## config.mk

```make
export PLATFORM = sky130hd
export DESIGN_NAME = spi_master
export DESIGN_NICKNAME = d
export VERILOG_FILES = /design/src/rtl/spi_master.sv
export SDC_FILE = /design/constraint.sdc
export NUM_CORES = 1
export LEC_CHECK = 0
export CORE_MARGIN = 2
export CORE_UTILIZATION = 50
export CTS_CLUSTER_SIZE = 8
export DETAILED_ROUTE_END_ITERATION = 10
export GPL_TIMING_DRIVEN = 1
export PLACE_DENSITY = 0.87
export SETUP_SLACK_MARGIN = 0.3
export SYNTH_ARGS = -nofsm -noshare
export SYNTH_HDL_FRONTEND = slang
export SYNTH_SLANG_ARGS = --single-unit
export TNS_END_PERCENT = 50
```

## constraint.sdc

```tcl
create_clock -name clk -period 5.2 [get_ports clk]
set_input_delay 0.52 -clock clk [delete_from_list [all_inputs] [get_ports clk]]
set_output_delay 0.52 -clock clk [all_outputs]
set_load 0.01 [all_outputs]
```

## src/rtl/spi_master.sv

```systemverilog
// rtl/spi_master.sv - SPI mode-0 master serving a DAC and an ADC over shared sclk/mosi
//
// Ports:
//   clk, reset_n                 system clock, asynchronous active-low reset
//   dac_request_write            one-cycle DAC write request (dac_address, dac_data)
//   adc_request_write/_read      one-cycle ADC register write/read request (adc_address, adc_data)
//   adc_data_readback            byte returned by the most recent completed ADC read
//   spi_busy                     high for the whole transfer, including the trailing gap
//   sclk, mosi, miso             SPI bus (mode 0, MSB first, 24-bit frames)
//   dac_cs_n, adc_cs_n           per-device chip selects, never both low
module spi_master #(
    parameter int CLK_DIV = 4
) (
    input  logic        clk,
    input  logic        reset_n,
    input  logic        dac_request_write,
    input  logic [4:0]  dac_address,
    input  logic [11:0] dac_data,
    input  logic        adc_request_write,
    input  logic        adc_request_read,
    input  logic [10:0] adc_address,
    input  logic [7:0]  adc_data,
    output logic [7:0]  adc_data_readback,
    output logic        spi_busy,
    output logic        sclk,
    output logic        mosi,
    output logic        dac_cs_n,
    output logic        adc_cs_n,
    input  logic        miso
);

    typedef enum logic [2:0] {IDLE, SETUP, SHIFT, HOLD, GAP} state_t;

    localparam logic [7:0] DIV_LAST = 8'(CLK_DIV - 1);

    state_t      state_q, state_d;
    logic [7:0]  cnt_q, cnt_d;
    logic [4:0]  bit_q, bit_d;
    logic [23:0] frame_q, frame_d;
    logic        rd_q, rd_d;
    logic [7:0]  rx_q, rx_d;
    logic [7:0]  rb_q, rb_d;
    logic        sclk_q, sclk_d;
    logic        mosi_q, mosi_d;
    logic        dac_cs_n_q, dac_cs_n_d;
    logic        adc_cs_n_q, adc_cs_n_d;
    logic        busy_q, busy_d;
    logic        phase_end;

    assign phase_end = (cnt_q == DIV_LAST);

    // All pins come straight from flops so chip selects cannot glitch on
    // state decode; each pin's next value is computed alongside the state.
    always_comb begin
        state_d    = state_q;
        cnt_d      = cnt_q;
        bit_d      = bit_q;
        frame_d    = frame_q;
        rd_d       = rd_q;
        rx_d       = rx_q;
        rb_d       = rb_q;
        sclk_d     = sclk_q;
        mosi_d     = mosi_q;
        dac_cs_n_d = dac_cs_n_q;
        adc_cs_n_d = adc_cs_n_q;
        busy_d     = busy_q;

        case (state_q)
            IDLE: begin
                cnt_d = 8'd0;
                bit_d = 5'd0;
                // Fixed priority: ADC read, then ADC write, then DAC write.
                if (adc_request_read) begin
                    frame_d    = {1'b1, 4'b0000, adc_address, 8'h00};
                    rd_d       = 1'b1;
                    adc_cs_n_d = 1'b0;
                    dac_cs_n_d = 1'b1;
                end else if (adc_request_write) begin
                    frame_d    = {1'b0, 4'b0000, adc_address, adc_data};
                    rd_d       = 1'b0;
                    adc_cs_n_d = 1'b0;
                    dac_cs_n_d = 1'b1;
                end else if (dac_request_write) begin
                    frame_d    = {3'b000, dac_address, dac_data, 4'h0};
                    rd_d       = 1'b0;
                    dac_cs_n_d = 1'b0;
                    adc_cs_n_d = 1'b1;
                end
                if (adc_request_read || adc_request_write || dac_request_write) begin
                    state_d = SETUP;
                    busy_d  = 1'b1;
                    sclk_d  = 1'b0;
                    mosi_d  = frame_d[23];
                end
            end
            SETUP: begin
                cnt_d = cnt_q + 8'd1;
                if (phase_end) begin
                    cnt_d   = 8'd0;
                    state_d = SHIFT;
                end
            end
            SHIFT: begin
                cnt_d = cnt_q + 8'd1;
                if (phase_end) begin
                    cnt_d = 8'd0;
                    if (!sclk_q) begin
                        // Rising edge: the readback byte is the last 8 bits of a read frame.
                        sclk_d = 1'b1;
                        if (rd_q && (bit_q >= 5'd16)) begin
                            rx_d = {rx_q[6:0], miso};
                        end
                    end else begin
                        // Falling edge: present the next frame bit.
                        sclk_d  = 1'b0;
                        frame_d = {frame_q[22:0], 1'b0};
                        mosi_d  = frame_q[22];
                        if (bit_q == 5'd23) begin
                            state_d = HOLD;
                        end else begin
                            bit_d = bit_q + 5'd1;
                        end
                    end
                end
            end
            HOLD: begin
                cnt_d = cnt_q + 8'd1;
                if (phase_end) begin
                    cnt_d      = 8'd0;
                    state_d    = GAP;
                    dac_cs_n_d = 1'b1;
                    adc_cs_n_d = 1'b1;
                    mosi_d     = 1'b0;
                end
            end
            GAP: begin
                cnt_d = cnt_q + 8'd1;
                if (phase_end) begin
                    cnt_d   = 8'd0;
                    state_d = IDLE;
                    busy_d  = 1'b0;
                    if (rd_q) begin
                        rb_d = rx_q;
                    end
                end
            end
            default: begin
                state_d = IDLE;
            end
        endcase
    end

    always_ff @(posedge clk or negedge reset_n) begin
        if (!reset_n) begin
            state_q    <= IDLE;
            cnt_q      <= 8'd0;
            bit_q      <= 5'd0;
            frame_q    <= 24'd0;
            rd_q       <= 1'b0;
            rx_q       <= 8'h00;
            rb_q       <= 8'h00;
            sclk_q     <= 1'b0;
            mosi_q     <= 1'b0;
            dac_cs_n_q <= 1'b1;
            adc_cs_n_q <= 1'b1;
            busy_q     <= 1'b0;
        end else begin
            state_q    <= state_d;
            cnt_q      <= cnt_d;
            bit_q      <= bit_d;
            frame_q    <= frame_d;
            rd_q       <= rd_d;
            rx_q       <= rx_d;
            rb_q       <= rb_d;
            sclk_q     <= sclk_d;
            mosi_q     <= mosi_d;
            dac_cs_n_q <= dac_cs_n_d;
            adc_cs_n_q <= adc_cs_n_d;
            busy_q     <= busy_d;
        end
    end

    assign adc_data_readback = rb_q;
    assign spi_busy          = busy_q;
    assign sclk              = sclk_q;
    assign mosi              = mosi_q;
    assign dac_cs_n          = dac_cs_n_q;
    assign adc_cs_n          = adc_cs_n_q;

endmodule

```

; Word level (Yosys, flattened, before mapping)
; Cells that the tools add are included.
[classes]
n_reduce_logical = 22
n_mux = 42
magnitude_cmp = 1
eq_ne = 15
n_addsub = 2
n_bitwise = 1
[ops]
columns = operator, n
row1 = 24-bit 2-to-1 mux, 5
row2 = 24-bit case mux with 2 select lines, 1
row3 = 3-bit 2-to-1 mux, 7
row4 = 1-bit 2-to-1 mux, 17
row5 = "2-bit inequality test, second input constant", 8
row6 = 8-bit case mux with 2 select lines, 1
row7 = 5-bit 2-to-1 mux, 3
row8 = 3-bit case mux with 5 select lines, 1
row9 = 3-bit AND reduction, 5
row10 = 4-bit AND reduction, 3
row11 = 5-bit case mux with 2 select lines, 1
row12 = "8-bit by 1-bit adder with 8-bit output, second input constant", 1
row13 = "8-bit by 2-bit == test with 1-bit output, second input constant", 1
row14 = 8-bit 2-to-1 mux, 1
row15 = 1-bit case mux with 2 select lines, 4
row16 = 2-bit nonzero test, 4
row17 = 7-bit AND reduction, 1
row18 = "3-bit by 2-bit == test with 1-bit output, second input constant", 2
row19 = 3-bit nonzero test, 2
row20 = "5-bit by 1-bit adder with 5-bit output, second input constant", 1
row21 = "5-bit == test, second input constant", 1
row22 = "5-bit greater-or-equal comparator, second input constant", 1
row23 = 5-bit AND reduction, 1
row24 = "4-bit inequality test, second input constant", 1
row25 = other kinds (9), 10
[totals]
wordCells = 96
input_bits = 42
reg_bits = 62
out_inout_bits = 13

; Longest topological paths before layout
; Gate-level depths: netlist (run 1).
[logic_depth]
ltp_word = 5
mapped_depth = 6
mapped_depth_nobuf = 5

; Worst setup path after synthesis (run 1)
; Ideal clock, no wire load.
[synth_path]
kind = reg2reg
start = reg cnt_q[0]
end = reg frame_q[10]
slack_ns = 3.237
stages_incl_launch_ff = 7
required_time_ns = 5.075
t_arrival_ns = 1.838
cell_sequence = dfrtp_1 ha_1 nor3b_2 nand3_2 a21oi_4 buf_12 mux2_4
[synth_between]
elab_chain_len = 3
[synth_lines]
columns = element, line
row1 = start: declaration, 37  ; logic [7:0] cnt_q, cnt_d;
row2 = start signal: assignment, 169  ; cnt_q <= cnt_d;
row3 = 8-bit by 2-bit == test with 1-bit output, 50  ; assign phase_end = (cnt_q == DIV_LAST);
row4 = 2-bit inequality test (no source line), --
row5 = 4-bit AND reduction (no source line), --
row6 = end signal: assignment, 171  ; frame_q <= frame_d;
row7 = end: declaration, 39  ; logic [23:0] frame_q, frame_d;
; No other way between the ends.
; A chain may end at the register's enable or synchronous reset.

; Worst setup path after layout (run 1)
[layout_path]
start = in adc_request_write
end = reg frame_q[2]
[layout_between]
elab_chain_len = 3
[layout_lines]
columns = element, line
row1 = start: declaration, 19  ; input logic adc_request_write,
row2 = 24-bit 2-to-1 mux, 78  ; end else if (adc_request_write) begin
row3 = 24-bit 2-to-1 mux, 73  ; if (adc_request_read) begin
row4 = 24-bit case mux with 2 select lines, 68  ; case (state_q)
; Several ways; a longest one is shown, not always the timed one.

==> run metrics, run 1 <==
initial antenna violation count=0; Cells after Synth=299; post-synthesis sequential area ratio=46.36%; Final ANT Viol Nets=0; synth cell count leaders=dfrtp_1 (59), nand2_1 (32), o21ai_0 (24); outcome=completed; largest cells by area after synthesis=dfrtp_1 (45%), mux2_4 (7.7%), mux2_2 (6.8%); RD Place Congestion=0.8353; Avg WL per Cell=16.50 um; deepest clock path buffer count=2; CTS root buffer=clkbuf_8; first-pass GRT wire length=11970 um; CTS tree=yes; # diodes=0; FILL cells=464; std cell rows=29; Cell Area, Synth=0.003298 mm2; IO buf count=54; Post-CTS Resized=0; EDFF count, synth=0; number of synthesized register bits=61; GRT Total Usage=20.85%; total grt overflow=0; clk_skew=0.003873 ns; crit path time final=2.661 ns; P_leak=1.778 nW; core area=0.006350 mm2; H-tree levels=3; critical path startpoint category=input port; fin. max-slew vios=0; TNS Setup=0 ns; Fin. Hold Viols=0; # IOs=55; crit end category=flip-flop; Final Power=1.008 mW; via count=2534; Die Area=0.007262 mm2; Power Density=248.1 mW/mm2; Vias/cell=5.879; CP Max Fanout=23; DRC=0; largest net degree at the start of global routing=62; Initial DRC Count=166; crit path DAT=2.88 ns; estimated wirelength of the detail-placed design=4845 um; Crit Path Category=in -> reg; hold_buf cts=0; Fmax=0.3758 GHz; cts bufs inserted=9; fin crit share=51.17%; Syn Area/Cell=11.03 um2; VDD IR max=0.0002218 V; vias in the first global route=2504; max_slew headroom=22.39%; chip width=85.22 um; placed insts=415; Synth async-reset ratio=100.0%; count leader, synth=dfrtp_1; nets=393; CP required=5.42 ns; # setup viols final=0; 1st-pass router iterations=7; layout cell share with drive strength beyond 1=20.06%; min-delay worst type=in -> async; Yosys top cell area share=44.76%; Area Growth Syn to Fin=23.25%; Worst-Skew Late Latency=0.34 ns; cell taking the most area after synthesis=dfrtp_1; Synthesis Warnings=0; total wire length=7113 um; max_cap viols=0; Die Y-Extent=85.22 um; Mapped Nets=343; main flop type after synthesis=dfrtp_1; Non-Filler Instances=431; Synth cell types=49; # Post-CTS Setup Buffers=0; worst slew pin tran=1.155 ns; initial core utilization=51.94%; Clk pin slew, worst setup/hold paths=0.07 ns; Sink Count=61; unrepaired setup endpoints after global routing=no
[sequential cells by signal, summed over array words and instances (netlist names)]
register / flops
sclk: 1
rd_q: 1
dac_cs_n: 1
cnt_q: 8
adc_cs_n: 1
adc_data_readback: 8
state_q: 3
bit_q: 5
spi_busy: 1
mosi: 1
rx_q: 8
frame_q: 23
[layout by cell type, fill, tap and decap left out, types with 4 or more instances in the layout]
cell type	synthesis	final
mux2_2	20	20
clkbuf_8	0	10
nor2_1	7	7
dfrtp_1	59	59
nand2_1	32	32
a31oi_1	17	17
inv_1	9	9
a22o_1	5	5
mux2_4	17	17
clkdlybuf4s50_1	0	53
nand3_1	12	12
o21a_1	12	12
o21ai_0	24	24
a21oi_1	9	9
a221o_1	4	4
and3_1	8	8
[report_power, final]
part,switching (mW),leakage (nW),internal [mW]
combinational,0.0258,0.850,0.0338
sequential,0.000784,0.816,0.475
clock,0.191,0.112,0.282
total,0.218,1.78,0.791
[cell families after synthesis]
kind of cell,share of synthesized area (%)
flops,46.36
xor+xnor,1.062
buf+inv,4.173
simple gates,14.45
fa+ha+maj,0.7586
mux,15.48
compound gates,17.72
[per-stage QoR]
step,worst slack [ns],hold slack (ns),utilization [%],cell area [um2]
floorplan,3.237,0.2244,-,3298
global placement,2.277,0.4821,60.49,3841
detailed placement,2.197,0.4942,60.49,3841
CTS,2.566,0.3490,64.02,4065
global route,2.384,0.3990,64.02,4065
finish,2.539,0.3294,64.02,4065
[critical path, stage by stage]
cell and delay [ns]:
clkdlybuf4s50_1 0.81, or2_2 0.26, o31ai_4 0.09, a21oi_4 0.78, mux2_2 0.41
[path summary, 6_finish.rpt]
kind | from | endpoint | slack [ns] | depth (start not counted)
setup / recovery | adc_request_write | frame_q[2]$_DFFE_PN0P_ | 2.54 | 5
hold / removal | reset_n | frame_q[5]$_DFFE_PN0P_ | 0.33 | 2
setup reg to reg | cnt_q[1]$_DFFE_PN0P_ | frame_q[2]$_DFFE_PN0P_ | 2.56 | 5
hold reg to reg | bit_q[0]$_DFFE_PN0P_ | bit_q[0]$_DFFE_PN0P_ | 0.50 | 1
max in group asynchronous | reset_n | rx_q[4]$_DFFE_PN0P_ | 4.37 | 2
min in group clk | bit_q[0]$_DFFE_PN0P_ | bit_q[0]$_DFFE_PN0P_ | 0.50 | 1
[metal layers]
metal	part of all wire, %	vias to the layer above	GRT usage, %
li1	-	1199	-
met1	45	1224	27.24
met2	47	93	32.10
met3	5.0	18	4.864
met4	2.8	0	11.40
met5	0	-	0
[cell type report]
class / instances / area [um2] / share of cell area [%]
Clock buffer: 10 / 137.6 / 3.386
Multi-Input combinational cell: 212 / 1632 / 40.14
Timing Repair Buffer: 56 / 550.5 / 13.54
Clock inverter: 6 / 86.33 / 2.124
Sequential cell: 61 / 1529 / 37.61
Inverter: 9 / 33.78 / 0.8310
Tap cell: 77 / 96.34 / 2.370
Power figures use the tool's default switching activity.
==> inputs of run 2 (changes only) <==
==> constraint.sdc (replaced) <==
create_clock -name clk -period 2.7 [get_ports clk]
set_input_delay 0.27 -clock clk [delete_from_list [all_inputs] [get_ports clk]]
set_output_delay 0.27 -clock clk [all_outputs]
set_load 0.01 [all_outputs]
==> run metrics, run 2 (synthesis results as in run 1) <==
critical path, cell by cell=ha_1 > nor3b_2 > nand3_2 > a21oi_4 > buf_12 > mux2_2; Vias/cell=5.952 (+1.2%); deepest clock path buffer count=2 (unchanged); Crit Path Category=reg -> reg; Non-Filler Instances=438 (+1.6%); crit-path leading delay family=simple AND/OR/NAND/NOR gates; core area=0.006350 mm2 (unchanged); Post-CTS Resized=0 (unchanged); via count=2607 (+2.9%); initial core utilization=51.94% (unchanged); sw frac=23.84% (+2.3 points); H-tree levels=3 (unchanged); Post-Layout Inst Area=0.004106 mm2 (+1.0%); Area Growth Syn to Fin=24.51%; Die Y-Extent=85.22 um (unchanged); std cell rows=29 (unchanged); Top reg by flops=frame_q; max_cap viols=0 (unchanged); Fin. Hold Viols=0 (unchanged); 1st-pass router iterations=5 (-2); Die Area=0.007262 mm2 (unchanged); placed insts=422 (+1.7%); Largest register FFs=23 (unchanged); P_leak=1.799 nW (+1.1%); VDD IR max=0.0003781 V (+70%); FILL cells=470 (+1.3%); Final ANT Viol Nets=0 (unchanged); GRT Total Usage=22.45% (+1.6 points); Reg2Reg Depth=6 (+1); # IOs=55 (unchanged); CTS tree=yes; crit path DAT=2.44 ns (-0.44 ns); fin. max-slew vios=0 (unchanged); TNS Setup=0 ns (unchanged); max incr delay on CP=0.42 ns (-0.39 ns); fin crit share=81.98%; nets=400 (+1.8%); min-delay worst type=in -> async; Slowest-stage cell, CP=dfrtp_1; RD Place Congestion=0.8004 (-4.2%); critical path depth=6 (+1); fin worst setup slack=0.4865 ns (-2.052 ns); CTS root buffer=clkbuf_8; estimated wirelength of the detail-placed design=5226 um (+7.9%); max_slew headroom=48.60% (+26 points); Avg WL per Cell=17.19 um (+4.1%); Gate power share=6.6% (+0.7 points); register share of total power=49.4% (+2.2 points); # Post-CTS Setup Buffers=0 (unchanged); Seq. cell area=0.001529 mm2 (unchanged); initial antenna violation count=0 (unchanged); fin util=64.67% (+0.65 points); Post-DP Area=0.003906 mm2 (+1.7%); outcome=completed; # setup viols final=0 (unchanged); crit path buf inv count=1 (unchanged); CP Max Fanout=23 (unchanged); unrepaired setup endpoints after global routing=no; hold_buf cts=0 (unchanged); vias in the first global route=2707 (+8.1%); Worst-Skew Late Latency=0.35 ns (about the same); Initial DRC Count=201 (+21%); cts bufs inserted=9 (unchanged); Sink Count=61 (unchanged); Fmax=0.4518 GHz; P_int=1.412 mW (+79%); crit path time final=2.214 ns; Clk pin slew, worst setup/hold paths=0.07 ns (about the same); chip width=85.22 um (unchanged); total grt overflow=0 (unchanged); CP required=2.93 ns (-2.49 ns); IO buf count=54 (unchanged); crit end category=flip-flop; # diodes=0 (unchanged); commonest non-fill, non-tap cell in the layout=dfrtp_1; clk_skew=0.006803 ns (+0.002929 ns); DRC=0 (unchanged); total wire length=7528 um (+5.8%); worst slew pin tran=0.7710 ns (-0.3842 ns); multi-input logic area=0.001632 mm2 (unchanged); layout cell share with drive strength beyond 1=21.61% (+1.6 points); Power Density=451.6 mW/mm2 (+82%); Post-Place Worst Slack=0.5002 ns (-1.697 ns); most frequent cells in the layout=dfrtp_1 (59), clkdlybuf4s50_1 (53), nand2_1 (32); critical path startpoint category=flip-flop; Clk pwr share=44.0% (-2.9 points); largest net degree at the start of global routing=62 (unchanged); NetSw=0.4421 mW (+100%); first-pass GRT wire length=12760 um (+6.6%)
run 2: changes by cell type in the layout (fill, tap and decap cells not counted), sizes merged:
cell,delta
clkinv,+1
clkinvlp,+1
clkbuf,-1
buf,+7
bufinv,-1
run 2: layout make-up:
cell class | instances | area share, %
multi-input combinational | 212 | 39.73
clock inverter | 7 | 1.859
clock buffer | 9 | 3.016
timing repair buffer | 63 | 14.99
tap | 77 | 2.346
inverter | 9 | 0.8227
sequential | 61 | 37.23
run 2: final timing paths:
check                           slack (ns)                             start                          endpoint
worst max-delay path                  0.49              cnt_q[0]$_DFFE_PN0P_            frame_q[1]$_DFFE_PN0P_
worst min-delay path                  0.07                           reset_n            frame_q[4]$_DFFE_PN0P_
worst max register to register        0.49              cnt_q[0]$_DFFE_PN0P_            frame_q[1]$_DFFE_PN0P_
worst min register to register        0.51  adc_data_readback[5]$_DFFE_PN0P_  adc_data_readback[5]$_DFFE_PN0P_
max in group asynchronous             2.11                           reset_n              cnt_q[2]$_DFFE_PN0P_
min in group clk                      0.51  adc_data_readback[5]$_DFFE_PN0P_  adc_data_readback[5]$_DFFE_PN0P_
run 2: routing by layer:
layer,wire length [um],vias to the layer above,global-route usage (%)
li1,-,1211,-
met4,211,0,10.68
met5,0,-,0
met3,349,18,4.961
met2,3634,84,36.01
met1,3333,1294,28.90
run 2: power by group through the flow:
stage          sequential [mW]  combinational [mW]  clock (mW)
2_1_floorplan            0.934              0.0305           0
6_report                 0.917               0.123       0.815
3_3_place_gp             0.934               0.120           0
5_1_grt                  0.916               0.134       0.871
4_1_cts                  0.916               0.124       0.833
3_5_place_dp             0.934               0.122           0
run 2: through the flow:
stage	hold slack [ns]	total power [mW]
after floorplan	-0.02559	0.9643
after global placement	0.4697	1.053
after detailed placement	0.4775	1.056
after CTS	0.09766	1.873
after global routing	0.1238	1.922
final	0.07308	1.854
